File: src/rtl/core_pkg.sv
// Shared definitions for the pipelined RISC core: default widths, id_ctrl bit
// positions, ALU op-class encodings and a small control-decode helper.
package core_pkg;

    localparam int XLEN_DEF = 32;
    localparam int RA_W_DEF = 5;
    localparam int CTRL_W   = 5;

    localparam int CTRL_REGWRITE = 4;
    localparam int CTRL_MEMREAD  = 3;
    localparam int CTRL_MEMWRITE = 2;
    localparam int CTRL_MEMTOREG = 1;
    localparam int CTRL_ALUSRC   = 0;

    typedef enum logic [2:0] {
        ALUOP_ADD    = 3'b000,
        ALUOP_ITYPE  = 3'b001,
        ALUOP_BRANCH = 3'b010,
        ALUOP_RTYPE  = 3'b100,
        ALUOP_SUBCLS = 3'b110
    } aluop_e;

    localparam logic [CTRL_W-1:0] CTRL_BUBBLE = 5'b00000;

    function automatic logic is_load(input logic [CTRL_W-1:0] ctrl);
        return ctrl[CTRL_MEMREAD];
    endfunction

endpackage

File: src/rtl/load_use_detect.sv
// Combinational load-use hazard detector: raises hazard_stall when the load in
// EX writes a register that the instruction in ID actually reads.
module load_use_detect
    import core_pkg::*;
#(
    parameter int RA_W = RA_W_DEF
) (
    input  logic            rst,
    input  logic            ex_valid,
    input  logic            ex_memread,
    input  logic [RA_W-1:0] ex_rd,
    input  logic            id_valid,
    input  logic            id_use_rs1,
    input  logic            id_use_rs2,
    input  logic [RA_W-1:0] id_rs1,
    input  logic [RA_W-1:0] id_rs2,
    input  logic            flush,
    output logic            hazard_stall
);

    logic rs1_hit_s;
    logic rs2_hit_s;

    // Operand match against the EX destination; x0 is never a real producer.
    always_comb begin
        rs1_hit_s    = id_use_rs1 && (id_rs1 == ex_rd);
        rs2_hit_s    = id_use_rs2 && (id_rs2 == ex_rd);
        hazard_stall = !rst && ex_valid && ex_memread && (ex_rd != {RA_W{1'b0}})
                       && id_valid && !flush && (rs1_hit_s || rs2_hit_s);
    end

endmodule

File: src/rtl/id_ex_stage.sv
// ID/EX pipeline register with load-use bubble insertion.
// Optional ID_EX_PERF_EN adds bubble_cnt/stall_cnt performance counters.
module id_ex_stage
    import core_pkg::*;
#(
    parameter int XLEN = XLEN_DEF,
    parameter int RA_W = RA_W_DEF
) (
    input  logic              clk,
    input  logic              rst,
    input  logic              id_valid,
    input  logic [XLEN-1:0]   id_pc,
    input  logic [XLEN-1:0]   id_rs1_data,
    input  logic [XLEN-1:0]   id_rs2_data,
    input  logic [XLEN-1:0]   id_imm,
    input  logic [RA_W-1:0]   id_rs1,
    input  logic [RA_W-1:0]   id_rs2,
    input  logic [RA_W-1:0]   id_rd,
    input  logic              id_use_rs1,
    input  logic              id_use_rs2,
    input  logic [2:0]        id_ALUop,
    input  logic [6:0]        id_func7,
    input  logic [2:0]        id_func3,
    input  logic [CTRL_W-1:0] id_ctrl,
    input  logic              stall,
    input  logic              flush,
    output logic              ex_valid,
    output logic [XLEN-1:0]   ex_pc,
    output logic [XLEN-1:0]   ex_rs1_data,
    output logic [XLEN-1:0]   ex_rs2_data,
    output logic [XLEN-1:0]   ex_imm,
    output logic [RA_W-1:0]   ex_rs1,
    output logic [RA_W-1:0]   ex_rs2,
    output logic [RA_W-1:0]   ex_rd,
    output logic [2:0]        ex_ALUop,
    output logic [6:0]        ex_func7,
    output logic [2:0]        ex_func3,
    output logic [CTRL_W-1:0] ex_ctrl,
`ifdef ID_EX_PERF_EN
    output logic [31:0]       bubble_cnt,
    output logic [31:0]       stall_cnt,
`endif
    output logic              hazard_stall
);

    logic              ex_valid_d, ex_valid_q;
    logic [XLEN-1:0]   ex_pc_d, ex_pc_q;
    logic [XLEN-1:0]   ex_rs1_data_d, ex_rs1_data_q;
    logic [XLEN-1:0]   ex_rs2_data_d, ex_rs2_data_q;
    logic [XLEN-1:0]   ex_imm_d, ex_imm_q;
    logic [RA_W-1:0]   ex_rs1_d, ex_rs1_q;
    logic [RA_W-1:0]   ex_rs2_d, ex_rs2_q;
    logic [RA_W-1:0]   ex_rd_d, ex_rd_q;
    logic [2:0]        ex_aluop_d, ex_aluop_q;
    logic [6:0]        ex_func7_d, ex_func7_q;
    logic [2:0]        ex_func3_d, ex_func3_q;
    logic [CTRL_W-1:0] ex_ctrl_d, ex_ctrl_q;
    logic              bubble_s;

    load_use_detect #(.RA_W(RA_W)) u_load_use_detect (
        .rst          (rst),
        .ex_valid     (ex_valid_q),
        .ex_memread   (is_load(ex_ctrl_q)),
        .ex_rd        (ex_rd_q),
        .id_valid     (id_valid),
        .id_use_rs1   (id_use_rs1),
        .id_use_rs2   (id_use_rs2),
        .id_rs1       (id_rs1),
        .id_rs2       (id_rs2),
        .flush        (flush),
        .hazard_stall (hazard_stall)
    );

    // Flush beats stall; a pending hazard bubble waits until stall drops.
    assign bubble_s = flush || (!stall && hazard_stall);

    // Next-state selection: bubble, hold, or capture from ID.
    always_comb begin
        ex_valid_d    = ex_valid_q;
        ex_pc_d       = ex_pc_q;
        ex_rs1_data_d = ex_rs1_data_q;
        ex_rs2_data_d = ex_rs2_data_q;
        ex_imm_d      = ex_imm_q;
        ex_rs1_d      = ex_rs1_q;
        ex_rs2_d      = ex_rs2_q;
        ex_rd_d       = ex_rd_q;
        ex_aluop_d    = ex_aluop_q;
        ex_func7_d    = ex_func7_q;
        ex_func3_d    = ex_func3_q;
        ex_ctrl_d     = ex_ctrl_q;
        if (bubble_s) begin
            ex_valid_d    = 1'b0;
            ex_pc_d       = {XLEN{1'b0}};
            ex_rs1_data_d = {XLEN{1'b0}};
            ex_rs2_data_d = {XLEN{1'b0}};
            ex_imm_d      = {XLEN{1'b0}};
            ex_rs1_d      = {RA_W{1'b0}};
            ex_rs2_d      = {RA_W{1'b0}};
            ex_rd_d       = {RA_W{1'b0}};
            ex_aluop_d    = ALUOP_ADD;
            ex_func7_d    = 7'd0;
            ex_func3_d    = 3'd0;
            ex_ctrl_d     = CTRL_BUBBLE;
        end else if (!stall) begin
            ex_valid_d    = id_valid;
            ex_pc_d       = id_pc;
            ex_rs1_data_d = id_rs1_data;
            ex_rs2_data_d = id_rs2_data;
            ex_imm_d      = id_imm;
            ex_rs1_d      = id_rs1;
            ex_rs2_d      = id_rs2;
            ex_rd_d       = id_rd;
            ex_aluop_d    = id_ALUop;
            ex_func7_d    = id_func7;
            ex_func3_d    = id_func3;
            // An empty ID slot must not carry side effects into EX.
            ex_ctrl_d     = id_valid ? id_ctrl : CTRL_BUBBLE;
        end else begin
            ex_valid_d    = ex_valid_q;
        end
    end

    // Pipeline register with synchronous reset.
    always_ff @(posedge clk) begin
        if (rst) begin
            ex_valid_q    <= 1'b0;
            ex_pc_q       <= {XLEN{1'b0}};
            ex_rs1_data_q <= {XLEN{1'b0}};
            ex_rs2_data_q <= {XLEN{1'b0}};
            ex_imm_q      <= {XLEN{1'b0}};
            ex_rs1_q      <= {RA_W{1'b0}};
            ex_rs2_q      <= {RA_W{1'b0}};
            ex_rd_q       <= {RA_W{1'b0}};
            ex_aluop_q    <= 3'd0;
            ex_func7_q    <= 7'd0;
            ex_func3_q    <= 3'd0;
            ex_ctrl_q     <= CTRL_BUBBLE;
        end else begin
            ex_valid_q    <= ex_valid_d;
            ex_pc_q       <= ex_pc_d;
            ex_rs1_data_q <= ex_rs1_data_d;
            ex_rs2_data_q <= ex_rs2_data_d;
            ex_imm_q      <= ex_imm_d;
            ex_rs1_q      <= ex_rs1_d;
            ex_rs2_q      <= ex_rs2_d;
            ex_rd_q       <= ex_rd_d;
            ex_aluop_q    <= ex_aluop_d;
            ex_func7_q    <= ex_func7_d;
            ex_func3_q    <= ex_func3_d;
            ex_ctrl_q     <= ex_ctrl_d;
        end
    end

    assign ex_valid    = ex_valid_q;
    assign ex_pc       = ex_pc_q;
    assign ex_rs1_data = ex_rs1_data_q;
    assign ex_rs2_data = ex_rs2_data_q;
    assign ex_imm      = ex_imm_q;
    assign ex_rs1      = ex_rs1_q;
    assign ex_rs2      = ex_rs2_q;
    assign ex_rd       = ex_rd_q;
    assign ex_ALUop    = ex_aluop_q;
    assign ex_func7    = ex_func7_q;
    assign ex_func3    = ex_func3_q;
    assign ex_ctrl     = ex_ctrl_q;

`ifdef ID_EX_PERF_EN
    logic [31:0] bubble_cnt_d, bubble_cnt_q;
    logic [31:0] stall_cnt_d, stall_cnt_q;

    // Counters ignore flush; only hazard bubbles and genuine stall cycles count.
    always_comb begin
        bubble_cnt_d = bubble_cnt_q + {31'd0, (!flush && !stall && hazard_stall)};
        stall_cnt_d  = stall_cnt_q + {31'd0, (stall && !flush)};
    end

    // Counter registers, wrapping naturally at 2^32.
    always_ff @(posedge clk) begin
        if (rst) begin
            bubble_cnt_q <= 32'd0;
            stall_cnt_q  <= 32'd0;
        end else begin
            bubble_cnt_q <= bubble_cnt_d;
            stall_cnt_q  <= stall_cnt_d;
        end
    end

    assign bubble_cnt = bubble_cnt_q;
    assign stall_cnt  = stall_cnt_q;
`endif

endmodule

File: config.mk
export PLATFORM = sky130hd
export DESIGN_NAME = id_ex_stage
export DESIGN_NICKNAME = d
export VERILOG_FILES = /design/src/rtl/core_pkg.sv /design/src/rtl/load_use_detect.sv /design/src/rtl/id_ex_stage.sv
export SDC_FILE = /design/constraint.sdc
export NUM_CORES = 1
export LEC_CHECK = 0
export ABC_CLOCK_PERIOD_IN_PS = 2000
export CORE_AREA = 3 3 114 160
export CTS_CLUSTER_DIAMETER = 100
export DETAILED_ROUTE_END_ITERATION = 7
export DIE_AREA = 0 0 117 163
export PLACE_DENSITY = 0.75
export SYNTH_ARGS = -nofsm -noshare
export SYNTH_HDL_FRONTEND = slang
export SYNTH_SLANG_ARGS = --single-unit
File: constraint.sdc
create_clock -name clk -period 2 [get_ports clk]
set_input_delay 0.4 -clock clk [delete_from_list [all_inputs] [get_ports clk]]
set_output_delay 0.4 -clock clk [all_outputs]
set_load 0.02 [all_outputs]
==> impl_metrics.ini, run 1 <==
[synth]
synth_area_leader_cell = dfxtp_1
ys_seq_area_share_pct = 48.4
synth_top_area_share_pct = 48.4
synth_xor_xnor_area_share_pct = 1.31
synth_adder_area_share_pct = 0
synth_cells = 764
post_synth_instance_area_um2 = 6700
ys_ff_latch = 162
synthTopCellsByArea = dfxtp_1, a32oi_1, o21ai_0
synth-compound-area-share_pct = 33.5
yosysUniqueCellTypes = 20
synth_mux_area_share_pct = 0
yosys_warnings = 0
avgSynthCellArea_um2 = 8.77
synth-simple-area-share_pct = 10.5
syn_nets = 932
synth_top_family_by_area = compound AO/OA/AOI/OAI gates

[sta]
clock_skew_ns = 0.0113
report.final.hold_viol_count = 0
grt_setup_unrepaired = true
slew_headroom_pct = 71.9
clock.fmax_ghz = 0.466
worst_pin_slew_ns = 0.422
fin_crit_sh_pct = 107
setup_viol = 1
setup_ws_ns = -0.147
setup_tns_ns = -0.147
fin_crit_ns = 2.15
maxSlewViolCount = 0

[place]
place.gp.congestion = 0.818
place_inst = 1262
io_buffers = 330
dp_hpwl_um = 16500

[layout]
layout_common_cells = clkdlybuf4s50_1, o21ai_0, nand2_1
fin_cells = 1298
drive_gt1_share_pct = 9.70
final_common_cell = clkdlybuf4s50_1
num-nets-final = 1249
fill_cells = 1354
area_growth_pct = 68.0

[setup_path]
start_kind = flip-flop
cp.required_ns = 1.60
slowest_stage = or4_4
cp_max_fo = 5
crit_path_end_kind = output pin
critPathKind = reg -> out
critPathMaxStageDelay_ns = 0.53
critPathArrivalTime_ns = 1.75
worstPathCellList = or4_4 > o21ai_4 > nor4b_4 > buf_4

[floorplan]
die_h_um = 163
io_pins = 331
core_area_um2 = 16800
start_util_pct = 39.8
die_x_um = 117
fp-row-count = 56
die-area_um2 = 19100

[routing]
wl_per_cell_um = 18.8
drtIter0Drc = 595
num_vias = 7330
viasPerCell = 5.65
ant_nets = 0
drcViolationCount = 0
wl_um = 24400
drtPass1Iterations = 6

[cts]
clk_latency_ns = 0.42
cts_buffers = 17
cts_tree = yes
postCtsHoldBufs = 0
cts_sinks = 162
htreeDepth = 4
root_buffer = clkbuf_16
cts_buffer_depth = 2
path_clk_slew_ns = 0.06

[grt]
grt_pass1_vias = 7014
grt_usage_pct = 24.2
grt_max_degree = 93
grt_pass1_wl_um = 36500
antenna_found_initial = 2
grt_overflow = 0

[min_path]
hp-class = in -> reg

[power]
ir_drop_v = 0.000449
powerDensity_nw_per_um2 = 732
p_leak_nw = 3.91

[outcome]
status = finished with violations
violations = setup timing

[run]
drv_cap = 0
[worst paths after layout]
| kind | slack (ns) | end | cells past startpoint | startpoint |
|---|---|---|---|---|
| min reg2reg | 0.46 | ex_rs1_data[23] | 2 | ex_rs1_data[23] |
| min | 0.35 | ex_rs2[0] | 3 | id_rs2[0] |
| max | -0.15 | hazard_stall | 4 | ex_rd[1] |
| max reg2reg | 0.09 | ex_ALUop[0] | 6 | ex_rd[1] |
[logic make-up (layout without fill, tap and decap cells)]
kind of cell,count (synthesis),after routing
AO/OA/AOI/OAI,326,326
other,0,2
buffers and inverters,90,419
XOR/XNOR,10,10
flip-flops,162,162
AND/OR/NAND/NOR,176,176
[metrics by stage]
stage	setup slack [ns]	instance area, µm²	hold slack [ns]	power [mW]	utilization (%)
after floorplan	0.0132	6720	0.477	4.18	-
after global placement	-0.780	10500	0.444	5.15	62.7
after detailed placement	-0.746	10500	0.452	5.17	62.7
after CTS	-0.169	11200	0.385	8.30	66.4
after global routing	-0.244	11300	0.355	8.55	66.9
final	-0.147	11300	0.350	8.23	66.9
[power by group]
group | total (mW) | switching, mW | internal [mW]
clock network | 3.11 | 1.31 | 1.80
registers | 3.55 | 0.121 | 3.43
logic | 1.57 | 0.725 | 0.844
total | 8.23 | 2.16 | 6.08
[layer usage]
layer | up-vias | GRT usage [%] | share of wire [%]
met4 | 0 | 10.1 | 2.9
met5 | - | 0 | 0
met2 | 354 | 40.2 | 50
li1 | 3540 | - | -
met3 | 43 | 7.40 | 8.5
met1 | 3393 | 28.5 | 38
[Yosys cell counts]
master / n
buf_1: 4
a32oi_1: 157
buf_4: 2
buf_2: 12
o21ai_1: 2
o22ai_2: 1
nand2_1: 159
a22oi_1: 5
nand3_1: 5
nand4_1: 2
nor3_2: 1
nor3b_1: 1
o21ai_0: 161
clkbuf_1: 64
nor4b_1: 1
or4_1: 1
and3_1: 6
buf_6: 8
xnor2_1: 10
dfxtp_1: 162
[flip-flops by register name, indices dropped and copies added (netlist names)]
name and flops:
ex_pc 32, ex_valid 1, ex_ALUop 3, ex_imm 32, ex_ctrl 5, ex_rs2_data 32
ex_rd 5, ex_rs1 5, ex_rs2 5, ex_func7 7, ex_func3 3, ex_rs1_data 32
[area by class of cell]
type                            instances  area, µm²  area share (%)
Timing Repair Buffer                  388       4050            36.0
Antenna cell                            2       5.00          0.0445
Clock inverter                          9       81.3           0.723
Tap cell                              203        254            2.26
Clock buffer                           22        474            4.21
Sequential cell                       162       3260            28.9
Multi-Input combinational cell        512       3130            27.8
[worst max-delay path: cells and delay by family, from the launching register on]
family / cells / cell delay [ns]
buf+inv: 1 / 0.16
compound gates: 1 / 0.19
flops: 1 / 0.38
simple gates: 2 / 0.59
[repair_timing]
item,CTS,global route
cloned,0,2
buffers inserted,1,0
resized for setup,28,10
setup endpoints to repair,95,163
pin swaps,6,3
No activity file was read; power rests on OpenSTA's default activity.
==> inputs of run 2 (changes only) <==
--- a/config.mk
+++ b/config.mk
@@ -5,7 +5,6 @@
 export SDC_FILE = /design/constraint.sdc
 export NUM_CORES = 1
 export LEC_CHECK = 0
-export ABC_CLOCK_PERIOD_IN_PS = 2000
 export CORE_AREA = 3 3 114 160
 export CTS_CLUSTER_DIAMETER = 100
 export DETAILED_ROUTE_END_ITERATION = 7
==> results of run 2 <==
No change in the layout: final DEF, timing and power equal those of run 1.
==> variant: new RTL, flow settings as in run 1 <==
`XLEN_DEF`: 32 -> 28.
--- a/src/rtl/core_pkg.sv
+++ b/src/rtl/core_pkg.sv
@@ -3,5 +3,5 @@
 package core_pkg;
 
-    localparam int XLEN_DEF = 32;
+    localparam int XLEN_DEF = 28;
     localparam int RA_W_DEF = 5;
     localparam int CTRL_W   = 5;
Ports: changed (8 resized); port bits go from 331 to 299. No check against the original RTL was run, so the function may have changed too.
==> variant against run 1 <==
The run still ends with setup timing left. Design area down 9.9%. Critical endpoint unchanged. Routed wire length down 13%. First-iteration DRC count shrank 11%. Clock power decreased by 4%. Worst setup slack got worse by 0.046 ns. Combinational power decreased by 9.6%. Fmax down 2.1%. Sequential cell count is 16 lower. Synthesized area down 8.6%. Critical path depth grew 1. Count of clock-buffer cells in the layout grew 1. Cell count shrank 8.2%. Total power is 7.6% lower.
==> variant: results (changes against run 1) <==
| Metric | Value |
|---|---|
| Status | finished, violations left |
| Violated checks | setup timing |
| Layout filler cell count | 1421 (+4.9%) |
| TritonRoute pass-1 iters | 5 (-1) |
| Multiplexer share of the synthesized area | 0 (unchanged) |
| Via-per-instance ratio | 5.572 (-1.3%) |
| Cells taking the most area after synthesis | sky130_fd_sc_hd__dfxtp_1 48%, sky130_fd_sc_hd__a32oi_1 20%, sky130_fd_sc_hd__o21ai_1 11%, sky130_fd_sc_hd__nand2_1 8.8%, sky130_fd_sc_hd__clkbuf_1 3.0% |
| Net Count, Synth | 844 (-9.4%) |
| HPWL after detailed placement | 14200 µm (-14%) |
| Pin count of the biggest net entering global routing | 86 (-7.5%) |
| Worst stage delay on the critical path | 0.37 ns (-0.16 ns) |
| Arrival time of data at the critical path endpoint | 1.79 ns (+0.04 ns) |
| Critical-path top delay cell | sky130_fd_sc_hd__dfxtp_4 |
| Net switching component of the power | 1985 µW (-7.9%) |
| Wire length of the first global-routing pass | 31940 µm (-13%) |
| RD Place Congestion | 0.8022 (-1.9%) |
| Synthesized-area fraction occupied by xor and xnor cells | 0.01431 (+0.001235) |
| Final Net Count | 1127 (-9.8%) |
| Finish-stage setup viols | 1 (unchanged) |
| Global Route Usage Sum | 0.2087 (-0.03289) |
| Synthesized-area fraction occupied by ao, oa, aoi and oai cells | 0.3310 (-0.003563) |
| Critical path peak fanout | 4 (-1) |
| Final critical-path setup slack | -0.1930 ns (-0.04572 ns) |
| Setup TNS | -0.1930 ns (-0.04572 ns) |
| Leak Pwr | 0.003543 µW (-9.4%) |
| Most instantiated cells after synthesis | 146 x sky130_fd_sc_hd__dfxtp_1, 143 x sky130_fd_sc_hd__nand2_1, 141 x sky130_fd_sc_hd__a32oi_1, 135 x sky130_fd_sc_hd__o21ai_1, 49 x sky130_fd_sc_hd__clkbuf_1 |
| Port buffer count | 298 (-9.7%) |
| Final wirelength | 21320 µm (-13%) |
| # diodes | 0 (-2) |
| Least-Margin Pin Slew | 0.4128 ns (-0.009464 ns) |
| Max VDD drop | 0.5283 mV (+18%) |
| Detailed Route Iter0 Violations | 531 (-11%) |
| Yosys cell types | 21 (+5.0%) |
| Final ANT Viol Nets | 0 (unchanged) |
| Vias in the first global route | 6154 (-12%) |
| Clk_skew | 0.007975 ns (-0.003287 ns) |
| Layout cell share with drive strength beyond 1 | 0.09615 (-0.0008269) |
| Yosys top cell area share | 0.4776 (-0.006603) |
| Post-CTS resize count | 30 (+7.1%) |
| Sequential cell area fraction in the yosys report | 0.4776 (-0.006603) |
| Initial antenna violation count | 0 (-2) |
-- variant: metal layers --
layer / part of all wire / GRT usage / up-vias
met2: 0.50 / 0.3449 / 274
li1: - / - / 3199
met5: 0 / 0 / -
met4: 0.029 / 0.09077 / 0
met3: 0.074 / 0.05874 / 36
met1: 0.40 / 0.2501 / 3127
-- variant: power groups by stage --
stage | combinational [µW] | clock (µW) | sequential (µW)
final | 1420 | 3000 | 3200
after detailed placement | 1410 | 0 | 3250
after CTS | 1410 | 3060 | 3190
after global routing | 1510 | 3160 | 3220
after global placement | 1390 | 0 | 3250
after floorplan | 327 | 0 | 3470
-- variant: cells by family after synthesis --
family,after synthesis
xor+xnor,10
simple gates,160
flops,146
compound gates,294
buf+inv,82
-- variant: through the flow --
stage          instance area, µm²  worst slack, ns  instances
2_1_floorplan                6135          0.05028        692
6_report                    10140          -0.1930       1191
3_5_place_dp                 9444          -0.7968       1156
4_1_cts                     10040          -0.1746       1189
3_3_place_gp                 9444          -0.7900       1156
5_1_grt                     10140          -0.2800       1191
-- variant: area by class of cell --
class / instances / area share
clock buffers: 23 / 0.04616
clock inverters: 9 / 0.008145
multi-input cells: 464 / 0.2810
flip-flops and latches: 146 / 0.2896
well taps: 203 / 0.02505
repair buffers: 346 / 0.3500
-- variant: final timing paths --
path,depth (start not counted),start,slack [ns],endpoint
max,5,ex_rd[0]$_SDFFE_PP0N_,-0.19,hazard_stall
min,3,id_rs1[3],0.41,ex_rs1[3]$_SDFFE_PP0N_
max reg2reg,6,ex_rd[0]$_SDFFE_PP0N_,0.08,ex_rs1_data[10]$_SDFFE_PP0N_
min reg2reg,2,ex_rs1_data[11]$_SDFFE_PP0N_,0.47,ex_rs1_data[11]$_SDFFE_PP0N_
